--- config.mk ---
export PLATFORM = sky130hd
export DESIGN_NAME = store_commit_queue_flat
export DESIGN_NICKNAME = d
export VERILOG_FILES = /design/src/rtl/store_commit_queue_pkg.sv /design/src/rtl/store_commit_queue_if.sv /design/src/rtl/store_commit_queue_entry_fifo.sv /design/src/rtl/store_commit_queue.sv /design/src/flat_wrapper.sv
export SDC_FILE = /design/constraint.sdc
export NUM_CORES = 1
export LEC_CHECK = 0
export ABC_AREA = 1
export CORE_UTILIZATION = 55
export CTS_BUF_LIST = sky130_fd_sc_hd__clkbuf_8
export DETAILED_ROUTE_END_ITERATION = 8
export PLACE_DENSITY_LB_ADDON = 0.15
export SYNTH_ARGS = -nofsm -noshare
export SYNTH_HDL_FRONTEND = slang
export SYNTH_SLANG_ARGS = --single-unit
--- constraint.sdc ---
create_clock -name clk_i -period 8.2 [get_ports clk_i]
set_input_delay 1.23 -clock clk_i [delete_from_list [all_inputs] [get_ports clk_i]]
set_output_delay 1.23 -clock clk_i [all_outputs]
set_load 0.005 [all_outputs]
--- src/rtl/store_commit_queue_pkg.sv ---
// Shared types for the store commit queue: entry payload and drain FSM states.
package store_commit_queue_pkg;

  localparam int PLEN = 56;
  localparam int XLEN = 64;
  localparam int BE_W = XLEN / 8;

  typedef struct packed {
    logic [PLEN-1:0] paddr;
    logic [XLEN-1:0] data;
    logic [BE_W-1:0] be;
    logic [1:0]      size;
  } store_entry_t;

  typedef enum logic [1:0] {
    IDLE     = 2'd0,
    REQ      = 2'd1,
    WAIT_ACK = 2'd2
  } st_drain_state_e;

endpackage

--- src/rtl/store_commit_queue_if.sv ---
// Bundle of LSU, commit_stage and D$ write-port signals seen by the store commit queue.
`default_nettype none
interface store_commit_queue_if;
  import store_commit_queue_pkg::*;

  logic            flush_i;
  logic            valid_i;
  logic            ready_o;
  logic [PLEN-1:0] paddr_i;
  logic [XLEN-1:0] data_i;
  logic [BE_W-1:0] be_i;
  logic [1:0]      size_i;
  logic            commit_i;
  logic            commit_ready_o;
  logic            no_st_pending_o;
  logic [11:0]     page_offset_i;
  logic            page_offset_matches_o;
  logic            req_o;
  logic [PLEN-1:0] req_paddr_o;
  logic [XLEN-1:0] req_data_o;
  logic [BE_W-1:0] req_be_o;
  logic [1:0]      req_size_o;
  logic            gnt_i;
  logic            ack_i;

  modport slave (
    input  flush_i, valid_i, paddr_i, data_i, be_i, size_i, commit_i,
           page_offset_i, gnt_i, ack_i,
    output ready_o, commit_ready_o, no_st_pending_o, page_offset_matches_o,
           req_o, req_paddr_o, req_data_o, req_be_o, req_size_o
  );

  modport master (
    output flush_i, valid_i, paddr_i, data_i, be_i, size_i, commit_i,
           page_offset_i, gnt_i, ack_i,
    input  ready_o, commit_ready_o, no_st_pending_o, page_offset_matches_o,
           req_o, req_paddr_o, req_data_o, req_be_o, req_size_o
  );

endinterface
`default_nettype wire

--- src/rtl/store_commit_queue_entry_fifo.sv ---
// Circular FIFO of store entries; exposes every slot plus a valid mask for address compares.
`default_nettype none
module store_entry_fifo
  import store_commit_queue_pkg::*;
#(
  parameter int DEPTH = 4
) (
  input  logic                   clk,
  input  logic                   rst,
  input  logic                   push,
  input  store_entry_t           push_data,
  input  logic                   pop,
  input  logic                   flush,
  output logic [$clog2(DEPTH):0] count,
  output store_entry_t           head,
  output store_entry_t           entries [DEPTH],
  output logic [DEPTH-1:0]       valid
);

  localparam int AW = $clog2(DEPTH);

  logic [AW-1:0] rd_ptr;
  logic [AW-1:0] wr_ptr;
  store_entry_t  mem [DEPTH];

  // Flush drops everything, including anything pushed or popped in the same cycle.
  always_ff @(posedge clk) begin
    if (rst || flush) begin
      rd_ptr <= '0;
      wr_ptr <= '0;
      count  <= '0;
    end else begin
      if (push) wr_ptr <= wr_ptr + AW'(1);
      if (pop)  rd_ptr <= rd_ptr + AW'(1);
      count <= count + {{AW{1'b0}}, push} - {{AW{1'b0}}, pop};
    end
  end

  always_ff @(posedge clk) begin
    if (push) mem[wr_ptr] <= push_data;
  end

  always_comb begin
    for (int i = 0; i < DEPTH; i++) begin
      entries[i] = mem[i];
      valid[i]   = {1'b0, AW'(i) - rd_ptr} < count;
    end
  end

  assign head = mem[rd_ptr];

endmodule
`default_nettype wire

--- src/rtl/store_commit_queue.sv ---
// Speculative + committed store buffers with a one-at-a-time req/gnt/ack drain to the D$.
`default_nettype none
module store_commit_queue
  import store_commit_queue_pkg::*;
#(
  parameter int SPEC_DEPTH   = 4,
  parameter int COMMIT_DEPTH = 4
) (
  input  logic                 clk_i,
  input  logic                 rst_i,
  store_commit_queue_if.slave  bus
);

  localparam int SW = $clog2(SPEC_DEPTH) + 1;
  localparam int CW = $clog2(COMMIT_DEPTH) + 1;

  logic [SW-1:0]   spec_count;
  logic [CW-1:0]   com_count;
  store_entry_t    spec_head;
  store_entry_t    com_head;
  store_entry_t    spec_entries [SPEC_DEPTH];
  store_entry_t    com_entries  [COMMIT_DEPTH];
  logic [SPEC_DEPTH-1:0]   spec_valid;
  logic [COMMIT_DEPTH-1:0] com_valid;
  store_entry_t    new_entry;
  logic            spec_push;
  logic            commit_fire;
  logic            drain_pop;
  logic            entries_left;
  st_drain_state_e state;
  st_drain_state_e state_next;

  assign bus.ready_o        = spec_count != SW'(SPEC_DEPTH);
  assign bus.commit_ready_o = com_count != CW'(COMMIT_DEPTH);

  assign new_entry   = '{paddr: bus.paddr_i, data: bus.data_i, be: bus.be_i, size: bus.size_i};
  assign spec_push   = bus.valid_i && bus.ready_o && !bus.flush_i;
  assign commit_fire = bus.commit_i && (spec_count != '0) && bus.commit_ready_o;

  store_entry_fifo #(.DEPTH(SPEC_DEPTH)) u_spec_fifo (
    .clk       (clk_i),
    .rst       (rst_i),
    .push      (spec_push),
    .push_data (new_entry),
    .pop       (commit_fire),
    .flush     (bus.flush_i),
    .count     (spec_count),
    .head      (spec_head),
    .entries   (spec_entries),
    .valid     (spec_valid)
  );

  store_entry_fifo #(.DEPTH(COMMIT_DEPTH)) u_commit_fifo (
    .clk       (clk_i),
    .rst       (rst_i),
    .push      (commit_fire),
    .push_data (spec_head),
    .pop       (drain_pop),
    .flush     (1'b0),
    .count     (com_count),
    .head      (com_head),
    .entries   (com_entries),
    .valid     (com_valid)
  );

  // Whether the committed queue still holds something once the current head pops.
  assign entries_left = (com_count > CW'(1)) || commit_fire;

  always_comb begin
    state_next = state;
    drain_pop  = 1'b0;
    case (state)
      IDLE: begin
        if (com_count != '0 || commit_fire) state_next = REQ;
      end
      REQ: begin
        if (bus.gnt_i) begin
          if (bus.ack_i) begin
            drain_pop  = 1'b1;
            state_next = entries_left ? REQ : IDLE;
          end else begin
            state_next = WAIT_ACK;
          end
        end
      end
      WAIT_ACK: begin
        if (bus.ack_i) begin
          drain_pop  = 1'b1;
          state_next = entries_left ? REQ : IDLE;
        end
      end
      default: state_next = IDLE;
    endcase
  end

  always_ff @(posedge clk_i) begin
    if (rst_i) state <= IDLE;
    else       state <= state_next;
  end

  assign bus.req_o           = state == REQ;
  assign bus.req_paddr_o     = bus.req_o ? com_head.paddr : '0;
  assign bus.req_data_o      = bus.req_o ? com_head.data  : '0;
  assign bus.req_be_o        = bus.req_o ? com_head.be    : '0;
  assign bus.req_size_o      = bus.req_o ? com_head.size  : '0;
  // Speculative stores are excluded so a fence waiting on this cannot deadlock commit.
  assign bus.no_st_pending_o = (com_count == '0) && (state == IDLE);

  always_comb begin
    bus.page_offset_matches_o = 1'b0;
    for (int i = 0; i < SPEC_DEPTH; i++) begin
      if (spec_valid[i] && spec_entries[i].paddr[11:3] == bus.page_offset_i[11:3])
        bus.page_offset_matches_o = 1'b1;
    end
    for (int i = 0; i < COMMIT_DEPTH; i++) begin
      if (com_valid[i] && com_entries[i].paddr[11:3] == bus.page_offset_i[11:3])
        bus.page_offset_matches_o = 1'b1;
    end
  end

  a_commit_legal: assert property (@(posedge clk_i) disable iff (rst_i)
    bus.commit_i |-> (spec_count != '0 && bus.commit_ready_o));

  a_ack_legal: assert property (@(posedge clk_i) disable iff (rst_i)
    bus.ack_i |-> (state == WAIT_ACK || (state == REQ && bus.gnt_i)));

endmodule
`default_nettype wire
--- src/flat_wrapper.sv ---
// flat-port wrapper written by rule: the top's interface ports become plain ports
module store_commit_queue_flat import store_commit_queue_pkg::*;
#(
  parameter int SPEC_DEPTH   = 4,
  parameter int COMMIT_DEPTH = 4
)
  (clk_i, rst_i, bus_flush_i, bus_valid_i, bus_paddr_i, bus_data_i, bus_be_i, bus_size_i, bus_commit_i, bus_page_offset_i, bus_gnt_i, bus_ack_i, bus_ready_o, bus_commit_ready_o, bus_no_st_pending_o, bus_page_offset_matches_o, bus_req_o, bus_req_paddr_o, bus_req_data_o, bus_req_be_o, bus_req_size_o);
  store_commit_queue_if bus_i ();
  input  logic clk_i;
  input  logic rst_i;
  input wire logic [$bits(bus_i.flush_i)-1:0] bus_flush_i;
  input wire logic [$bits(bus_i.valid_i)-1:0] bus_valid_i;
  input wire logic [$bits(bus_i.paddr_i)-1:0] bus_paddr_i;
  input wire logic [$bits(bus_i.data_i)-1:0] bus_data_i;
  input wire logic [$bits(bus_i.be_i)-1:0] bus_be_i;
  input wire logic [$bits(bus_i.size_i)-1:0] bus_size_i;
  input wire logic [$bits(bus_i.commit_i)-1:0] bus_commit_i;
  input wire logic [$bits(bus_i.page_offset_i)-1:0] bus_page_offset_i;
  input wire logic [$bits(bus_i.gnt_i)-1:0] bus_gnt_i;
  input wire logic [$bits(bus_i.ack_i)-1:0] bus_ack_i;
  output wire logic [$bits(bus_i.ready_o)-1:0] bus_ready_o;
  output wire logic [$bits(bus_i.commit_ready_o)-1:0] bus_commit_ready_o;
  output wire logic [$bits(bus_i.no_st_pending_o)-1:0] bus_no_st_pending_o;
  output wire logic [$bits(bus_i.page_offset_matches_o)-1:0] bus_page_offset_matches_o;
  output wire logic [$bits(bus_i.req_o)-1:0] bus_req_o;
  output wire logic [$bits(bus_i.req_paddr_o)-1:0] bus_req_paddr_o;
  output wire logic [$bits(bus_i.req_data_o)-1:0] bus_req_data_o;
  output wire logic [$bits(bus_i.req_be_o)-1:0] bus_req_be_o;
  output wire logic [$bits(bus_i.req_size_o)-1:0] bus_req_size_o;
  assign bus_i.flush_i = bus_flush_i;
  assign bus_i.valid_i = bus_valid_i;
  assign bus_i.paddr_i = bus_paddr_i;
  assign bus_i.data_i = bus_data_i;
  assign bus_i.be_i = bus_be_i;
  assign bus_i.size_i = bus_size_i;
  assign bus_i.commit_i = bus_commit_i;
  assign bus_i.page_offset_i = bus_page_offset_i;
  assign bus_i.gnt_i = bus_gnt_i;
  assign bus_i.ack_i = bus_ack_i;
  assign bus_ready_o = bus_i.ready_o;
  assign bus_commit_ready_o = bus_i.commit_ready_o;
  assign bus_no_st_pending_o = bus_i.no_st_pending_o;
  assign bus_page_offset_matches_o = bus_i.page_offset_matches_o;
  assign bus_req_o = bus_i.req_o;
  assign bus_req_paddr_o = bus_i.req_paddr_o;
  assign bus_req_data_o = bus_i.req_data_o;
  assign bus_req_be_o = bus_i.req_be_o;
  assign bus_req_size_o = bus_i.req_size_o;
  store_commit_queue #(.SPEC_DEPTH(SPEC_DEPTH), .COMMIT_DEPTH(COMMIT_DEPTH)) u_core (.clk_i(clk_i), .rst_i(rst_i), .bus(bus_i));
endmodule
==> metrics.txt <==
Non-Filler Instances about 4700; critical path type flop to primary output; Rel. slew slack ~22%; Placed Instances 4352; Routed WL ~100 mm; CP endpoint kind primary output; FP Rows 100; CP arrival approximately 4400 ps; Req. time, crit path about 7000 ps; hold_ws 517.2 ps; clk_skew 28.37 ps; DR vias/cell 5.801; CTS root buffer clkbuf_8; most frequent cells in the layout 1040 x edfxtp_1, 788 x nor2_1, 398 x o21ai_0; Port-buffer cells 280; final worst path period share 68.98%; Worst Hold Class flop to flop; vias 27031; GRT Total Usage 26.84%; Post-CTS Hold Buffers 0; post-synthesis cell area ~42000 µm²; Final setup viols 0; Setup Buffers After CTS 0; Max VDD drop 0.1364 mV; syn avg cell area around 13 µm²; post_cts resized 0; dpl hpwl 54.69 mm; RSZ-0062 raised after global routing no; f_max roughly 180 MHz; sequential cell area between 30000 and 40000 µm²; final core occ 64.33%; multi-input logic area just under 9000 µm²; Mapped Nets ~3400; vias in the first global route 26996; layout cell share with drive strength beyond 1 6.515%; per-cell routed wire length 22.39 µm; CTS H-Tree Depth 4; Final nets 3727; commonest non-fill, non-tap cell in the layout edfxtp_1; Clock Latency Late Sink 810 ps; CTS buffer count 166; Setup TNS 0 ps; Die H 277.8 µm; Initial DRC Count 2475; io pins approximately 280; pre-CTS setup slack 3394 ps; clk sink count around 1100; Final GP Congestion between 0.8 and 0.9; fillers around 5500; R2R Setup Slk 4700 ps; Yosys warnings 0; largest net degree at the start of global routing 180; area delta synth->final 15.05%; global route overflow 0; final hold viol count 0; maximum buffer depth of the clock tree 3; Netlist cell types 29; CP startpoint kind flop; Die Span X ~280 µm; Tmin final 5656 ps; Initial Util 55.92%; FF+latch count, synth 1060; worst setup margin 2544 ps; drt first pass iters 5; Core Region 74820 µm²; worst slew pin tran 1166 ps; remaining antenna violation count after routing 0; full die area 77180 µm²; Mapped Cells 3272; Cell Pwr Density 241.7 nW/µm²; status finished clean; Pleak roughly 17 nW; clk slew on worst S/H paths approximately 60 ps; max-cap check violation count 0; sequential element share of the synthesized area 75.60%; Final Max Tran Viols 0; first-pass GRT wire length about 160 mm; critical path fanouts, max between 90 and 100; CTS tree done; DRC 0; initial antenna violation count 15
[through the flow]
step                power (mW)  instance area [µm²]
global placement         7.788                45200
global route             12.06                48130
CTS                      11.70                48120
floorplan                6.976                41840
finish                   11.63                48140
detailed placement       7.826                45200
[state kept, by name, indices dropped and copies added, names as in the netlist, named ones only]
register	flops
u_core.u_commit_fifo.count	3
u_core.u_commit_fifo.mem	520
u_core.u_commit_fifo.rd_ptr	2
u_core.state	2
u_core.u_spec_fifo.mem	520
u_core.u_spec_fifo.count	3
u_core.u_commit_fifo.wr_ptr	2
u_core.u_spec_fifo.wr_ptr	2
u_core.u_spec_fifo.rd_ptr	2
[report_power, final]
| group | switching (mW) | internal [mW] |
|---|---|---|
| logic | 0.937 | 0.613 |
| registers | 0.0559 | 6.11 |
| clock network | 1.98 | 1.94 |
[path summary, 6_finish.rpt]
| path | from | to | cells past startpoint |
|---|---|---|---|
| worst max-delay path | flop | bus_req_data_o[49] | 7 |
| worst min-delay path | u_core.state[1]$_SDFFE_PP0P_ | u_core.state[1]$_SDFFE_PP0P_ | 2 |
| worst max register to register | u_core.u_spec_fifo.count[2]$_SDFF_PP0_ | u_core.u_commit_fifo.mem[3][108]$_DFFE_PP_ | 5 |
| worst min register to register | u_core.state[1]$_SDFFE_PP0P_ | u_core.state[1]$_SDFFE_PP0P_ | 2 |
[cell families (layout without fill, tap and decap cells)]
kind of cell    Yosys count  count (layout)  share of synthesized area (%)
simple gates           1021            1021                          9.283
other cells               0               7                              0
fa+ha+maj                27              27                         0.8433
buf+inv                 308             720                          3.442
flops                  1060            1060                          75.60
xor+xnor                 23              23                         0.4815
compound gates          833             833                          10.35
[synth_stat cells]
library cell	instances	area share (%)
a21oi_1	178	2.1
buf_2	75	0.90
buf_4	31	0.56
buf_6	6	0.16
clkbuf_1	66	0.59
clkbuf_2	19	0.23
clkinv_1	1	0.0090
dfxtp_1	20	0.96
edfxtp_1	1040	75
fa_1	2	0.096
ha_1	25	0.75
inv_1	104	0.93
inv_2	4	0.036
inv_4	2	0.030
nand2_1	205	1.8
nand3_1	11	0.13
nand3_2	2	0.048
nand3b_1	1	0.018
nand4_1	3	0.045
nor2_1	796	7.1
nor4_2	1	0.030
o211ai_1	2	0.036
o21ai_0	398	4.8
o21ai_1	130	1.6
o22ai_1	125	1.9
or2_0	1	0.015
or2_1	1	0.015
xnor2_1	19	0.40
xor2_1	4	0.084
[layer usage]
layer	part of all wire, %	vias up	GRT usage (%)
li1	-	12304	-
met1	40	13519	34.18
met2	51	1037	46.09
met3	7.7	153	5.896
met4	1.8	18	7.990
met5	0.12	-	0
[critical path, stage by stage, from the launching register on]
cell             delay, ps
dfxtp_4                620
buf_4                  620
buf_4                  910
nor2_1                 110
nor2_1                 120
o21ai_0                110
a21oi_1                400
clkdlybuf4s50_1        600
[final cells by class]
cell class              instances  area share (%)
clock buffers                 167           4.775
diodes                          7         0.03639
well taps                     969           2.519
multi-input cells            1904           18.34
inverters                     111          0.9124
flip-flops and latches       1060           65.74
clock inverters               134           1.287
repair buffers                308           6.389
Power figures use the tool's default switching activity.
